[src/rtl/cpu_pkg.sv]
// Shared fetch-path types: controller states, default parameters and the
// instruction bundle handed from fetch to decode.
package cpu_pkg;

  typedef enum logic [1:0] {
    IDLE = 2'd0,
    RUN  = 2'd1,
    HALT = 2'd2
  } fetch_state_e;

  localparam logic [31:0] DEF_RESET_PC = 32'h0040_0000;
  localparam logic [31:0] DEF_ERR_WORD = 32'hDEAD_BEEF;

  typedef struct packed {
    logic [31:0] instr;
    logic [31:0] pc;
  } if_id_t;

  function automatic logic misaligned(input logic [31:0] a);
    return a[1:0] != 2'b00;
  endfunction

endpackage

[src/rtl/fetch_stage_reg.sv]
// Fetch output register with valid/ready hold.
// Ports: clk, rst_n, load/flush/ready controls, din bundle; valid, dout.
module fetch_stage_reg
  import cpu_pkg::*;
(
  input  logic   clk,
  input  logic   rst_n,
  input  logic   load,
  input  logic   flush,
  input  logic   ready,
  input  if_id_t din,
  output logic   valid,
  output if_id_t dout
);

  // flush beats load beats drain; otherwise hold (stall keeps data)
  always_ff @(posedge clk or negedge rst_n) begin
    if (!rst_n) begin
      valid <= 1'b0;
      dout  <= '0;
    end else if (flush) begin
      valid <= 1'b0;
    end else if (load) begin
      valid <= 1'b1;
      dout  <= din;
    end else if (ready) begin
      valid <= 1'b0;
    end
  end

endmodule

[src/rtl/fetch_ctrl.sv]
// Instruction fetch controller: IDLE/RUN/HALT FSM, pc, redirect, error halt.
// Ports: clk, rst_n, start, imem_*, redir_*, if_* handshake, halted, err_pc.
module fetch_ctrl
  import cpu_pkg::*;
#(
  parameter logic [31:0] RESET_PC = DEF_RESET_PC,
  parameter logic [31:0] ERR_WORD = DEF_ERR_WORD
) (
  input  logic        clk,
  input  logic        rst_n,
  input  logic        start,
  output logic [31:0] imem_addr,
  input  logic [31:0] imem_rdata,
  input  logic        redir_valid,
  input  logic [31:0] redir_pc,
  output logic        if_valid,
  input  logic        if_ready,
  output logic [31:0] if_instr,
  output logic [31:0] if_pc,
  output logic        halted,
  output logic [31:0] err_pc
);

  fetch_state_e state, state_n;
  logic [31:0]  pc, pc_n;
  logic [31:0]  err_n;
  logic         free, in_run, bad_word;
  logic         load, flush;
  if_id_t       din, dout;

  assign free     = !if_valid || if_ready;
  assign in_run   = (state == RUN);
  assign bad_word = (imem_rdata == ERR_WORD);
  assign flush    = in_run && redir_valid;
  assign load     = in_run && !redir_valid && free && !bad_word;

  assign din.instr = imem_rdata;
  assign din.pc    = pc;

  always_comb begin
    state_n = state;
    pc_n    = pc;
    err_n   = err_pc;
    unique case (state)
      IDLE: begin
        if (start) begin
          state_n = RUN;
          pc_n    = RESET_PC;
        end
      end
      RUN: begin
        if (redir_valid) begin
          pc_n = redir_pc;
          if (misaligned(redir_pc)) begin
            state_n = HALT;
            err_n   = redir_pc;
          end
        end else if (free) begin
          // an error word halts at the faulting pc, nothing delivered
          if (bad_word) begin
            state_n = HALT;
            err_n   = pc;
          end else begin
            pc_n = pc + 32'd4;
          end
        end
      end
      HALT: begin
      end
      default: state_n = IDLE;
    endcase
  end

  always_ff @(posedge clk or negedge rst_n) begin
    if (!rst_n) begin
      state  <= IDLE;
      pc     <= RESET_PC;
      err_pc <= '0;
    end else begin
      state  <= state_n;
      pc     <= pc_n;
      err_pc <= err_n;
    end
  end

  fetch_stage_reg u_reg (
    .clk   (clk),
    .rst_n (rst_n),
    .load  (load),
    .flush (flush),
    .ready (if_ready),
    .din   (din),
    .valid (if_valid),
    .dout  (dout)
  );

  assign imem_addr = pc;
  assign if_instr  = dout.instr;
  assign if_pc     = dout.pc;
  assign halted    = (state == HALT);

endmodule

[config.mk]
export PLATFORM = sky130hd
export DESIGN_NAME = fetch_ctrl
export DESIGN_NICKNAME = d
export VERILOG_FILES = /design/src/rtl/cpu_pkg.sv /design/src/rtl/fetch_stage_reg.sv /design/src/rtl/fetch_ctrl.sv
export SDC_FILE = /design/constraint.sdc
export NUM_CORES = 1
export LEC_CHECK = 0
export BUFFER_PORTS_ARGS = -buffer_cell sky130_fd_sc_hd__buf_2
export CELL_PAD_IN_SITES_DETAIL_PLACEMENT = 1
export CELL_PAD_IN_SITES_GLOBAL_PLACEMENT = 2
export CORE_MARGIN = 3
export CORE_UTILIZATION = 35
export DETAILED_ROUTE_END_ITERATION = 16
export PLACE_DENSITY = 0.88
export SYNTH_ARGS = -nofsm -noshare
export SYNTH_HDL_FRONTEND = slang
export SYNTH_SLANG_ARGS = --single-unit
[constraint.sdc]
create_clock -name clk -period 3 [get_ports clk]
set_clock_uncertainty 0.05 [all_clocks]
set_input_delay 0.3 -clock clk [delete_from_list [all_inputs] [get_ports clk]]
set_output_delay 0.3 -clock clk [all_outputs]
set_load 0.01 [all_outputs]
==> results.yml <==
floorplan:
  die_w_um: 142
  start_util_pct: 35.8
  die_h_um: 142
  fp.dieArea_sq_um: 20100
  core_sq_um: 18000
  pin_count: 199
  rows: 49
final_layout:
  final_cell_mix: "buf_2 (197), dfrtp_1 (130), mux2_2 (67)"
  fin_area_sq_um: 8390
  utilization_pct: 46.5
  nets: 854
  area_delta_synth_final_pct: 29.9
  layout_commonest_cell: "buf_2"
  layout-drive-gt1-share_pct: 44.2
  nFillCells: 2021
sta:
  max_freq_ghz: 0.395
  rsz0062_at_grt: "no"
  slew_violations: 0
  hold_viol_final: 0
  tightest_slew_ps: 852
  final.setup.tns_ps: 0
  fin_crit_sh_pct: 84.3
  timing.slew.headroom_pct: 42.9
  fin_crit_ps: 2530
  setup_viol: 0
min_path:
  hp-class: "primary input to register"
  whs_endpoint: "u_reg.dout[49]$_DFFE_PN0P_"
  hp-start: "imem_rdata[17]"
  min_path_cells: 2
clocking:
  clk-insertion-delay-late_ps: 430
  tritoncts: "done"
  clock_path_buffers: 2
  cts_setup_buffers: 0
  cts_buffers: 17
  clk_pin_slew_ps: 60
  cts.sinks: 131
  cts_hold_buf: 1
  htree_levels: 4
  post_cts_resized: 0
  root_buffer: "clkbuf_16"
worst_setup_path:
  end_kind: "register"
  reg2reg_to: "imem_addr[28]$_DFFE_PN0P_"
  cp_max_fo: 9
  crit_family: "simple AND/OR/NAND/NOR gates"
  cp_num_buf_inv: 1
  cp-start-kind: "register"
  worstPathArrival_ps: 2780
  rr_startpoint: "imem_addr[2]$_DFFE_PN0P_"
  reg2regPathDepth: 7
  worstSetupPathType: "register to register"
  ff2ff_setup_slack_ps: 470
  cp_slowest_stage_delay_ps: 510
  cp.required_ps: 3260
  cp_slowest_cell: "dfrtp_1"
  cp_cell_sequence: "ha_1 -> nand3_1 -> buf_4 -> nor3_1 -> and4_1 -> a2111oi_0 -> a211o_1"
global_routing:
  grtUsageMet3_pct: 6.61
  antenna_found_initial: 2
  use_met2_pct: 36.4
  grt_pass1_vias: 6169
  gr-total-overflow: 0
  grt_start_max_net_pins: 76
  grt_pass1_wl_um: 34400
  grt_use_met1_pct: 27.8
  track_usage_pct: 22.0
  busiest_layer: "met2"
synth:
  synth_top_area_share_pct: 50.4
  ys_types: 61
  async_flop_share_pct: 100
  synth_area_leaders: "dfrtp_1 (50%), mux2_2 (12%), mux2_4 (4.7%)"
  synth-seq-cells: 131
  synth_edf_count: 0
  ys_warn_count: 0
  synth.largest_area_cell: "dfrtp_1"
  ys_seq_area_share_pct: 50.8
  syn_area_per_cell_sq_um: 11.2
  synth_nets: 647
  netlist_area_sq_um: 6460
  ys.flop_type: "dfrtp_1"
  synth_cells: 577
flow_run:
  maxCapViolations: 0
power_and_ir_drop:
  comb_power_share_pct: 37.9
  power_density_nw_per_um2: 1010
  pwr-share-clk_pct: 24.6
  switching_share_pct: 38.0
  power_frac_seq_pct: 37.5
  p_sw_uw: 3220
  internal_power_uw: 5260
  p_leak_uw: 0.00404
  max-vdd-ir-drop_v: 0.000455
drt:
  wl_per_cell_um: 21.4
  wl_um: 22000
  drc: 0
  vias: 5714
  viasPerCell: 5.56
  firstDrtPassIters: 4
  antenna_left: 0
  drt_iter0_drc: 199
run_status:
  status: "finished clean"
place:
  port_buffers: 198
  gp_congestion: 0.862
  dpl.hpwl_um: 16100
  placed_cell_area_sq_um: 7790
==> cell usage after synthesis, drive strengths merged, types with 10 or more instances <==
| cell type | instances |
|---|---|
| a21oi | 16 |
| a22o | 12 |
| buf | 13 |
| clkbuf | 23 |
| dfrtp | 130 |
| inv | 17 |
| mux2 | 91 |
| nand2 | 40 |
| nand3 | 28 |
| nand4 | 12 |
| nor2 | 17 |
| nor4 | 13 |
| o21ai | 61 |
| o31ai | 10 |
==> cell type report <==
class | instances | area [sq um] | share of cell area (%)
timing repair buffer | 224 | 1230 | 14.7
multi-input combinational | 393 | 2940 | 35.1
clock inverter | 15 | 156 | 1.86
antenna | 1 | 2.50 | 0.0298
inverter | 17 | 63.8 | 0.761
sequential | 131 | 3280 | 39.1
tap | 229 | 287 | 3.42
clock buffer | 17 | 425 | 5.07
==> state kept, by name, indices dropped and copies added, names as in the netlist <==
name and flops:
err_pc 32, u_reg.dout 64, u_reg.valid 1, state 2
imem_addr 32
==> per-stage QoR <==
step / worst slack [ps] / hold WS (ps) / cells / power, uW
detailed placement: 293 / 341 / 993 / 6460
floorplan: 652 / -45.6 / 577 / 4920
finish: 471 / 63.8 / 1027 / 8480
global route: 263 / 52.5 / 1027 / 9020
global placement: 336 / 330 / 993 / 6300
CTS: 464 / 50.8 / 1026 / 8580
==> worst reg2reg max path, stage by stage (launching register included) <==
cell       delay, ps
dfrtp_1          510
ha_1             260
nand3_1          290
buf_4            260
nor3_1           360
and4_1           290
a2111oi_0         80
a211o_1          310
==> power by group through the flow <==
stage / Sequential, uW / Combinational [uW] / Clock, uW
final: 3180 / 3210 / 2080
after global routing: 3310 / 3480 / 2230
after CTS: 3190 / 3270 / 2130
after detailed placement: 3210 / 3250 / 0
after global placement: 3140 / 3150 / 0
after floorplan: 3380 / 1540 / 0
==> per-layer routing <==
| layer | vias to the layer above | wire (um) |
|---|---|---|
| li1 | 2583 | - |
| met1 | 2891 | 9160 |
| met2 | 208 | 10900 |
| met4 | 2 | 380 |
| met5 | - | 13 |
| met3 | 30 | 1560 |
==> worst max-delay path by stage <==
stage / startpoint / endpoint / slack [ps] / cells past startpoint
finish: imem_addr[2]$_DFFE_PN0P_ / imem_addr[28]$_DFFE_PN0P_ / 470 / 7
global route: imem_addr[2]$_DFFE_PN0P_ / imem_addr[28]$_DFFE_PN0P_ / 260 / 7
CTS: imem_addr[2]$_DFFE_PN0P_ / imem_addr[28]$_DFFE_PN0P_ / 460 / 7
detailed placement: imem_rdata[14] / err_pc[2]$_DFFE_PN0P_ / 290 / 7
global placement: imem_rdata[14] / err_pc[3]$_DFFE_PN0P_ / 340 / 7
floorplan: imem_rdata[24] / err_pc[26]$_DFFE_PN0P_ / 650 / 6
==> cell families (layout without fill, tap and decap cells) <==
logic type,after synthesis,in the layout,share of synthesized area (%)
other,0,1,0
xor gates and xnor gates,1,1,0.136
AOI/OAI and AO/OA,143,143,14.6
and+or+nand+nor,156,156,13.3
buffers and inverters,53,273,3.82
adders and majority gates,1,1,0.194
muxes,92,92,17.2
DFF,131,131,50.8
(Power assumes the default switching activity.)
